--- src/rtl/bram_dma.sv ---
// bram_dma: single-channel block copy / block fill engine that masters one port of the lower-RAM block RAM.
// Latency: copy takes 3 cycles per byte (+2 per RAM read retry), fill takes 1 cycle per byte; done follows the last write.
// Backpressure: a read that returns with ram_dr low is retried at the same address; start is ignored while a transfer runs.

module bram_dma #(
    parameter int ADDR_W = 16
) (
    input  logic              clka,
    input  logic              rst,
    input  logic              start,
    input  logic              mode,
    input  logic              abort,
    input  logic [ADDR_W-1:0] src,
    input  logic [ADDR_W-1:0] dst,
    input  logic [15:0]       len,
    input  logic [7:0]        fill,
    output logic              busy,
    output logic              done,
    output logic              aborted,
    output logic [15:0]       remaining,
    output logic              ram_cs,
    output logic              ram_we,
    output logic [ADDR_W-1:0] ram_addr,
    output logic [7:0]        ram_di,
    input  logic [7:0]        ram_do,
    input  logic              ram_dr
);

    typedef enum logic [2:0] {
        S_IDLE = 3'd0,
        S_RD   = 3'd1,
        S_CAP  = 3'd2,
        S_WR   = 3'd3,
        S_FIN  = 3'd4
    } state_t;

    state_t            state_q;
    state_t            state_n;
    logic [ADDR_W-1:0] src_q;
    logic [ADDR_W-1:0] dst_q;
    logic [ADDR_W-1:0] src_n;
    logic [ADDR_W-1:0] dst_n;
    logic [ADDR_W-1:0] ram_addr_n;
    logic [15:0]       remaining_n;
    logic              mode_q;
    logic              mode_n;
    logic [7:0]        fill_q;
    logic [7:0]        fill_n;
    logic [7:0]        ram_di_n;
    logic              aborted_n;
    logic              busy_n;
    logic              done_n;
    logic              ram_cs_n;
    logic              ram_we_n;

    // State register
    always_ff @(posedge clka) begin
        if (rst) begin
            state_q <= S_IDLE;
        end else begin
            state_q <= state_n;
        end
    end

    // Next-state decode: abort before a write skips it, abort during a write lets it land first
    always_comb begin
        state_n = state_q;
        case (state_q)
            S_IDLE: begin
                if (start) begin
                    if (len == 16'd0) begin
                        state_n = S_FIN;
                    end else if (mode) begin
                        state_n = S_WR;
                    end else begin
                        state_n = S_RD;
                    end
                end
            end
            S_RD:    state_n = abort ? S_FIN : S_CAP;
            S_CAP: begin
                if (abort) begin
                    state_n = S_FIN;
                end else if (ram_dr) begin
                    state_n = S_WR;
                end else begin
                    state_n = S_RD;
                end
            end
            S_WR: begin
                if (abort || remaining == 16'd1) begin
                    state_n = S_FIN;
                end else if (mode_q) begin
                    state_n = S_WR;
                end else begin
                    state_n = S_RD;
                end
            end
            S_FIN:   state_n = S_IDLE;
            default: state_n = S_IDLE;
        endcase
    end

    // Next values of pointers and outputs; outputs are decoded from the next state so they are registered
    always_comb begin
        src_n       = src_q;
        dst_n       = dst_q;
        remaining_n = remaining;
        mode_n      = mode_q;
        fill_n      = fill_q;
        ram_di_n    = ram_di;
        aborted_n   = aborted;
        ram_addr_n  = ram_addr;
        case (state_q)
            S_IDLE: begin
                if (start) begin
                    src_n       = src;
                    dst_n       = dst;
                    remaining_n = len;
                    mode_n      = mode;
                    fill_n      = fill;
                    ram_di_n    = fill;
                    aborted_n   = 1'b0;
                end
            end
            S_CAP: begin
                // ram_do is only trusted when the read that just completed flagged ready
                if (ram_dr) begin
                    ram_di_n = ram_do;
                end
            end
            S_WR: begin
                dst_n       = dst_q + ADDR_W'(1);
                remaining_n = remaining - 16'd1;
                if (!mode_q) begin
                    src_n = src_q + ADDR_W'(1);
                end
            end
            default: ;
        endcase
        if (abort && (state_q == S_RD || state_q == S_CAP || state_q == S_WR)) begin
            aborted_n = 1'b1;
        end
        if (state_n == S_RD) begin
            ram_addr_n = src_n;
        end else if (state_n == S_WR) begin
            ram_addr_n = dst_n;
        end
        busy_n   = (state_n == S_RD) || (state_n == S_CAP) || (state_n == S_WR);
        done_n   = (state_n == S_FIN);
        ram_cs_n = (state_n == S_RD) || (state_n == S_WR);
        ram_we_n = (state_n == S_WR);
    end

    // Output and datapath registers
    always_ff @(posedge clka) begin
        if (rst) begin
            src_q     <= '0;
            dst_q     <= '0;
            mode_q    <= 1'b0;
            fill_q    <= 8'd0;
            busy      <= 1'b0;
            done      <= 1'b0;
            aborted   <= 1'b0;
            remaining <= 16'd0;
            ram_cs    <= 1'b0;
            ram_we    <= 1'b0;
            ram_addr  <= '0;
            ram_di    <= 8'd0;
        end else begin
            src_q     <= src_n;
            dst_q     <= dst_n;
            mode_q    <= mode_n;
            fill_q    <= fill_n;
            busy      <= busy_n;
            done      <= done_n;
            aborted   <= aborted_n;
            remaining <= remaining_n;
            ram_cs    <= ram_cs_n;
            ram_we    <= ram_we_n;
            ram_addr  <= ram_addr_n;
            ram_di    <= ram_di_n;
        end
    end

endmodule

--- config.mk ---
export PLATFORM = sky130hd
export DESIGN_NAME = bram_dma
export DESIGN_NICKNAME = d
export VERILOG_FILES = /design/src/rtl/bram_dma.sv
export SDC_FILE = /design/constraint.sdc
export NUM_CORES = 1
export LEC_CHECK = 0
export CORE_ASPECT_RATIO = 0.6
export CORE_UTILIZATION = 44
export DETAILED_ROUTE_END_ITERATION = 8
export MAX_ROUTING_LAYER = met4
export PLACE_DENSITY = 0.77
export SLEW_MARGIN = 0
export SYNTH_ARGS = -nofsm -noshare
export SYNTH_HDL_FRONTEND = slang
export SYNTH_SLANG_ARGS = --single-unit
--- constraint.sdc ---
create_clock -name clka -period 2.1 [get_ports clka]
set_clock_uncertainty 0.15 [all_clocks]
set_input_delay 0.315 -clock clka [delete_from_list [all_inputs] [get_ports clka]]
set_output_delay 0.315 -clock clka [all_outputs]
set_load 0.005 [all_outputs]
==> results.md, run 1 <==
- The run finished, with violations left.
- The final reports fail on setup timing.
- The post-cts hold buffer count is 0.
- The number of different library cells used by synthesis comes to 70.
- In this run the critical register-to-register path is launched from remaining[1]$_SDFFE_PP0P_.
- The post-place instance area is 6360 sq um.
- The final number of hold-violating endpoints is 0.
- Max-cap violations in this run came to 0.
- The H-tree was split into 3 levels.
- STA puts the critical path data required time at 2.17 ns.
- In the final routed layout, each cell accounts on average for 20.2 microns.
- The share of synthesized area in the top cell type comes to 0.384.
- After filler insertion, the fill cell instance count of the layout stands at 583.
- The number of nets with antenna violations after detailed routing is 0.
- For this run, the leading register cell type out of synthesis is sky130_fd_sc_hd__dfxtp_1.
- The clock passes through at most 2 buffers.
- The number of placed instances with taps included is 851.
- The highest achievable clock rate is 431 MHz.
- The area growth from synthesis to layout is 73.6%.
- The path class of the tightest hold or removal check is in -> reg.
- The minimum setup slack after placement is -0.472 ns.
- The final number of max-transition violations came to 0.
- Entering global routing, the biggest net connects 33 pins.
- STA puts the critical path data arrival time at 2.39 ns.
- Synthesis produced a netlist whose cell count is 514.
- The later pin in the worst-skew pair is clocked with a latency of 0.35 ns.
- After the last flow step, the layout net total stands at 840.
- The first-pass iteration count of the detailed router is 7.
- The vias after detailed routing is 5607.
- After synthesis, the cell types taking the most area are sky130_fd_sc_hd__dfxtp_1 (38%), sky130_fd_sc_hd__nor2_1 (5.6%), sky130_fd_sc_hd__nand2_1 (5.3%).
- Counting the buffers created by CTS gives 9.
- CTS placed an instance of sky130_fd_sc_hd__clkbuf_16 at the clock tree root.
- Clock-pin slew was measured on the worst setup and hold paths at 0.06 ns.
- The largest fanout on the critical path is 7.
- The net count of the mapped netlist is 588.
- After legalization and detailed placement, the total HPWL measured 11.1 mm.
- The total power consumption of the routed design is 4.89 mW.
- The proportion of register bits with asynchronous set or reset after synthesis is 0.
- The die extent in y is 77.9 microns.
- In this run the critical register-to-register path is captured at ram_addr[12]$_SDFFE_PP0P_.
- Summed over all cells, the static leakage comes to 2.97 nW.
- In the layout the commonest cells are sky130_fd_sc_hd__buf_4 (127), sky130_fd_sc_hd__clkdlybuf4s50_1 (107), sky130_fd_sc_hd__dfxtp_1 (71), sky130_fd_sc_hd__nor2_1 (61), sky130_fd_sc_hd__nand2_1 (54).
- The initial utilization of the core area, before any placement, comes to 0.456.
- The die span in x is 129 microns.
- The start point of the worst hold path is rst.
- The wire length after detailed routing is 18.2 mm.
- The finished layout cell area is 7340 sq um.
- The worst setup path is captured at a flip-flop.
- The die covers 10000 sq um.
- The setup slack of the most critical reg-to-reg path is -0.22 ns.
- The floorplan has 27 rows.
- For the pin with the worst max-slew slack, the measured transition is 0.466 ns.
- The initial antenna violation count is 0.
- The time the worst path needs with I/O delays and setup is 2.32 ns.
- The TritonCTS clock tree is done.
- The post-synthesis cell type with the largest combined area is sky130_fd_sc_hd__dfxtp_1.
- In the global route stage, overall resource usage came out at 0.328.
- 115 I/O pins were placed.
- In the finished design, the share of the clock period the worst path needs comes to 1.11.
- Each instance of the synthesized netlist takes up on average 8.22 sq um.
- The first global-routing pass estimated 24.5 mm of wire.
- For this block, the initial DRC count from the detailed router was 913.
- The power per cell area is 667 nW/um^2.
- The area of the placeable core is 9260 sq um.
- In the post-route analysis, the smallest setup slack over all paths is -0.222 ns.
- The clock net in this run drives a total of 81 sinks.
- The number of flops mapped to enable cells by yosys is 0.
- The portion of the post-synthesis area used by sequential elements is 0.384.
- At the end of routability-driven placement, the weighted congestion stood at 0.959.
- The capture endpoint of the worst hold path is src_q[4]$_SDFF_PP0_.
- The post-synthesis instance area is 4230 sq um.
- The most common cell after layout, fill and taps aside is sky130_fd_sc_hd__buf_4.
- Headroom to the max-slew limit came out at 0.689.
- The synthesized design contains 81 register bits.
- The share of post-route cells with drive strength above 1 is 0.315.
- The number of cell instances on the worst register-to-register path is 9.
- Setup repair after global routing could not meet its margin everywhere.
- After global routing the overflow that remains totals 0.
- The type of the worst setup path is reg -> reg.
- Across the VDD grid, the largest voltage drop is 464 uV.
- The number of global-route vias before repair is 4791.
- The type of element launching the critical path is a flip-flop.
- The Yosys step of the flow raised 0 warnings.
- Setup violations remaining at the end of the flow were counted as 19.
- The count of port buffers added during placement is 114.
- Dividing the detail-routed via count by the number of cells gives 6.24.
- Excluding fillers, the count of instances in the completed layout stands at 899.
- The post-detailed-route DRC marker count is 0.
- The number of antenna repair diodes is 0.
- Along the worst hold path, the cell count comes to 2.
layout make-up:
type,count,area [sq um],area share
Multi-Input combinational cell,397,2770,0.377
Timing Repair Buffer,270,2470,0.337
Sequential cell,81,1640,0.223
Clock buffer,14,274,0.0373
Tap cell,130,163,0.0222
Inverter,7,26.3,0.00358
repair_timing:
action                     4_1_cts  5_1_grt
pin swaps                       23       43
setup buffers                   11       24
setup endpoints to repair       25       37
gates cloned                     0        1
gates resized for setup         47       60
registers in the layout, indices dropped and copies added (netlist names), 3 cells and up:
| name | count |
|---|---|
| ram_di | 8 |
| remaining | 16 |
| state_q | 3 |
| src_q | 16 |
| ram_addr | 16 |
| dst_q | 16 |
worst max path at each step:
stage / slack [ns] / endpoint / startpoint / cells past startpoint
5_1_grt: -0.29 / ram_addr[12]$_SDFFE_PP0P_ / remaining[1]$_SDFFE_PP0P_ / 9
3_5_place_dp: -0.47 / ram_addr[7]$_SDFFE_PP0P_ / start / 8
2_1_floorplan: -0.08 / ram_addr[15]$_SDFFE_PP0P_ / remaining[1]$_SDFFE_PP0P_ / 8
4_1_cts: -0.14 / remaining[13]$_SDFFE_PP0P_ / remaining[4]$_SDFFE_PP0P_ / 7
3_3_place_gp: -0.47 / ram_addr[7]$_SDFFE_PP0P_ / len[0] / 9
6_report: -0.22 / ram_addr[12]$_SDFFE_PP0P_ / remaining[1]$_SDFFE_PP0P_ / 9
critical path: stages (launching register included):
cell and delay (ns):
sky130_fd_sc_hd__dfxtp_2 0.35, sky130_fd_sc_hd__inv_2 0.06, sky130_fd_sc_hd__ha_4 0.14, sky130_fd_sc_hd__nor4b_4 0.12, sky130_fd_sc_hd__and4_4 0.19, sky130_fd_sc_hd__a211o_4 0.36
sky130_fd_sc_hd__a21boi_4 0.18, sky130_fd_sc_hd__buf_6 0.16, sky130_fd_sc_hd__a222oi_1 0.37, sky130_fd_sc_hd__nor2_1 0.10
cell families (layout without fill, tap and decap cells):
kind of cell,after synthesis,in the layout,synth area share
AO/OA/AOI/OAI,138,138,0.234
XOR/XNOR,3,3,0.00622
adder cells (fa/ha/maj),4,4,0.0118
buffers and inverters,36,291,0.0388
flip-flops,81,81,0.384
multiplexers,11,11,0.0272
AND/OR/NAND/NOR,241,241,0.298
metrics by stage:
stage	setup TNS (ns)	hold WS, ns	util
global placement	-13.11	0.291	0.687
detailed placement	-14.34	0.292	0.687
global route	-3.60	0.261	0.793
CTS	-1.45	0.211	0.747
finish	-2.52	0.263	0.793
floorplan	-0.385	0.242	-
synthesized netlist by cell type, drive strengths merged, types with 2 or more instances:
cell	count
dfxtp	81
nor2	64
nand2	60
a21oi	35
nand3	22
o21ai	18
clkbuf	16
nor2b	16
a31oi	14
nor3	14
o211ai	14
buf	13
nand4	11
mux2i	10
a222oi	9
a22oi	9
or3	9
and2	7
and4	7
inv	7
nor4	7
a221oi	6
a221o	4
a2bb2oi	4
ha	4
a211o	3
a21o	3
a22o	3
and3	3
nand2b	3
nand3b	3
nor3b	3
nor4b	3
a21boi	2
o21bai	2
o311ai	2
o41ai	2
or4b	2
xnor2	2
per-layer routing:
metal,vias up,track usage,share of wire
li1,2423,-,-
met1,2622,0.445,0.40
met2,465,0.489,0.44
met3,97,0.0703,0.12
met4,0,0.0929,0.044
met5,-,-,0
where the power goes:
| group | switching [mW] | internal [mW] | total, mW | leakage, nW |
|---|---|---|---|---|
| sequential | 0.111 | 1.67 | 1.78 | 0.668 |
| clock | 0.627 | 0.887 | 1.51 | 0.135 |
| combinational | 0.744 | 0.853 | 1.60 | 2.16 |
| total | 1.48 | 3.41 | 4.89 | 2.97 |
No activity file was read; power rests on OpenSTA's default activity.
==> run 2: changes to the inputs <==
--- a/config.mk
+++ b/config.mk
@@ -8,7 +8,6 @@
 export CORE_ASPECT_RATIO = 0.6
 export CORE_UTILIZATION = 44
 export DETAILED_ROUTE_END_ITERATION = 8
-export MAX_ROUTING_LAYER = met4
 export PLACE_DENSITY = 0.77
 export SLEW_MARGIN = 0
 export SYNTH_ARGS = -nofsm -noshare
==> results.md, run 2 (same netlist as run 1, synthesis figures left out) <==
- 115 I/O pins were placed.
- The H-tree was split into 3 levels.
- The final number of max-transition violations is 0.
- The area growth from synthesis to layout is 72.6%.
- The total area of multi-input combinational cells is 2710 sq um.
- The sequential standard cell area is 1650 sq um.
- The fill cell total of the finished layout is 550.
- The number of placed instances with taps included is 847.
- The region available for standard cell placement spans 9260 sq um.
- The count of port buffers added during placement is 114.
- The buffer and inverter count on the worst path is 3.
- The first-pass iteration count of the detailed router is 7.
- The time the worst path needs with I/O delays and setup is 2.36 ns.
- The number of antenna diodes in the final layout is 0.
- The number of global-route vias before repair is 4897.
- The clock network fraction of design power is 0.357.
- The largest net degree at the start of global routing is 36.
- The detailed placer's ending HPWL is 11.5 mm.
- The worst-case setup margin in the final layout is -0.259 ns.
- The maximum vdd drop is 459 uV.
- The final number of hold-violating endpoints is 0.
- The kind of cell adding the most delay to the critical path is buffers and inverters.
- After layout, the design draws a total of 5.16 mW.
- In the layout the commonest cells are sky130_fd_sc_hd__clkdlybuf4s50_1 (112), sky130_fd_sc_hd__buf_4 (112), sky130_fd_sc_hd__dfxtp_1 (63), sky130_fd_sc_hd__nor2_1 (60), sky130_fd_sc_hd__nand2_1 (56).
- On the critical path, the stage with the largest delay is an instance of sky130_fd_sc_hd__clkdlybuf4s50_1.
- After floorplanning, the core was divided into 27 placement rows.
- The measured slew at the worst slew-check pin is 0.569 ns.
- The die extent in y is 77.9 microns.
- The vias after detailed routing is 5441.
- The first global-routing pass estimated 25.5 mm of wire.
- Dividing the detail-routed wire length by the instance count gives 20.3 microns.
- Of the total power, the share spent switching nets is 0.287.
- The all-layer global routing usage is 0.332.
- Of the cells placed in the final design, the portion with a size suffix greater than 1 is 0.306.
- The tree is rooted in a sky130_fd_sc_hd__clkbuf_16.
- The post-route non-filler standard cell count is 886.
- The worst setup path is captured at a flip-flop.
- The flow ran to the end, but the final reports show violations.
- The die area is 10000 sq um.
- The effective utilization at floorplan is 0.456.
- At the end of routability-driven placement, the weighted congestion stood at 0.916.
- Summed over all layers, the global routing overflow is 0.
- The final reports fail on setup timing.
- The number of nets with antenna violations after detailed routing is 0.
- Static timing analysis puts the maximum clock frequency at 424 MHz.
- The leakage power summed over all cells is 2.92 nW.
- The type of the worst setup path is in -> reg.
- The share of total power in sequential cells is 0.346.
- Clock-pin slew was measured on the worst setup and hold paths at 0.06 ns.
- For this run, the slowest stage of the critical path takes 0.50 ns.
- The critical path goes through clkdlybuf4s50_1 > buf_4 > nor4b_4 > nor2_2 > buf_4 > a22oi_1 > nand3_1 > a222oi_1 > nor2_1.
- The type of the tightest min-delay check is in -> reg.
- Data on the critical path is required at its endpoint by 2.17 ns.
- In this run the deepest clock path goes through 2 buffers.
- Across the run, the number of max-cap violations was 0.
- The combinational fraction of design power is 0.297.
- For this design the ratio of total power to cell area is 708 nW/um^2.
- In this run the horizontal extent of the chip is 129 microns.
- The later pin in the worst-skew pair is clocked with a latency of 0.35 ns.
- The initial antenna violation count was 0.
- In the finished design, the share of the clock period the worst path needs comes to 1.12.
- Dividing the detail-routed via count by the number of cells gives 6.14.
- For the worst setup path, the data arrival time is 2.43 ns.
- The worst slew margin relative to its limit is 0.615.
- The internal portion of the total power is 3.68 mW.
- The initial detailed-routing violation count is 960.
- CTS saw 81 sinks.
- The type of element launching the critical path is an input port.
- TritonCTS created 9 clock buffers.
- The number of setup violations in the final report is 20.
- For this run, the post-layout net count is 825.
- The analysis attributes to net switching a power of 1.48 mW.
- Setup repair after global routing could not meet its margin everywhere.
- For this run, design rule violations remaining after detail routing come to 0.
- The final layout contains routed wiring with a total length of 18.0 mm.
- The most common cell type on the critical path is sky130_fd_sc_hd__buf_4.
- The largest fanout on the critical path is 5.
- The TritonCTS clock tree is done.
-- run 2: path summary, 6_finish.rpt --
| check | startpoint | end | slack (ns) | cells after the start |
|---|---|---|---|---|
| setup / recovery | start | ram_addr[12]$_SDFFE_PP0P_ | -0.26 | 9 |
| hold / removal | rst | src_q[7]$_SDFF_PP0_ | 0.14 | 2 |
| setup reg to reg | state_q[0]$_SDFF_PP0_ | ram_addr[12]$_SDFFE_PP0P_ | -0.24 | 8 |
| hold reg to reg | ram_addr[6]$_SDFFE_PP0P_ | ram_addr[6]$_SDFFE_PP0P_ | 0.32 | 1 |
-- run 2: area by class of cell --
type,instances,area share
Multi-Input combinational cell,397,0.372
Timing Repair Buffer,255,0.329
Sequential cell,81,0.226
Clock buffer,11,0.0333
Tap cell,130,0.0223
Clock inverter,5,0.0141
Inverter,7,0.00360
-- run 2: metrics by stage --
stage / TNS, ns / hold WS, ns / setup WS, ns / area (sq um) / utilization
after floorplan: -0.385 / 0.242 / -0.0773 / 4250 / -
after global placement: -12.79 / 0.291 / -0.433 / 6350 / 0.686
after detailed placement: -14.76 / 0.299 / -0.463 / 6350 / 0.686
after CTS: -1.59 / 0.131 / -0.153 / 6970 / 0.753
after global routing: -4.05 / 0.136 / -0.353 / 7290 / 0.788
final: -2.71 / 0.145 / -0.259 / 7290 / 0.788
-- run 2: power by group through the flow --
stage	sequential (mW)	clock, mW	combinational [mW]
final	1.79	1.85	1.53
after global routing	1.79	1.93	1.61
after CTS	1.77	1.83	1.37
after detailed placement	1.79	0	1.26
after global placement	1.78	0	1.23
after floorplan	1.80	0	0.523
-- run 2: layer usage --
layer,vias up,share of wire,global-route usage
met2,428,0.44,0.503
met3,67,0.12,0.0841
met5,-,0,0
li1,2387,-,-
met4,0,0.031,0.102
met1,2559,0.41,0.461
-- run 2: timing repair --
| action | 4_1_cts | 5_1_grt |
|---|---|---|
| gates cloned | 1 | 0 |
| setup endpoints to repair | 26 | 31 |
| hold buffers | 0 | 0 |
| pin swaps | 21 | 21 |
| resized for setup | 35 | 55 |
| hold endpoints to repair | 0 | 0 |
| setup buffers | 10 | 13 |
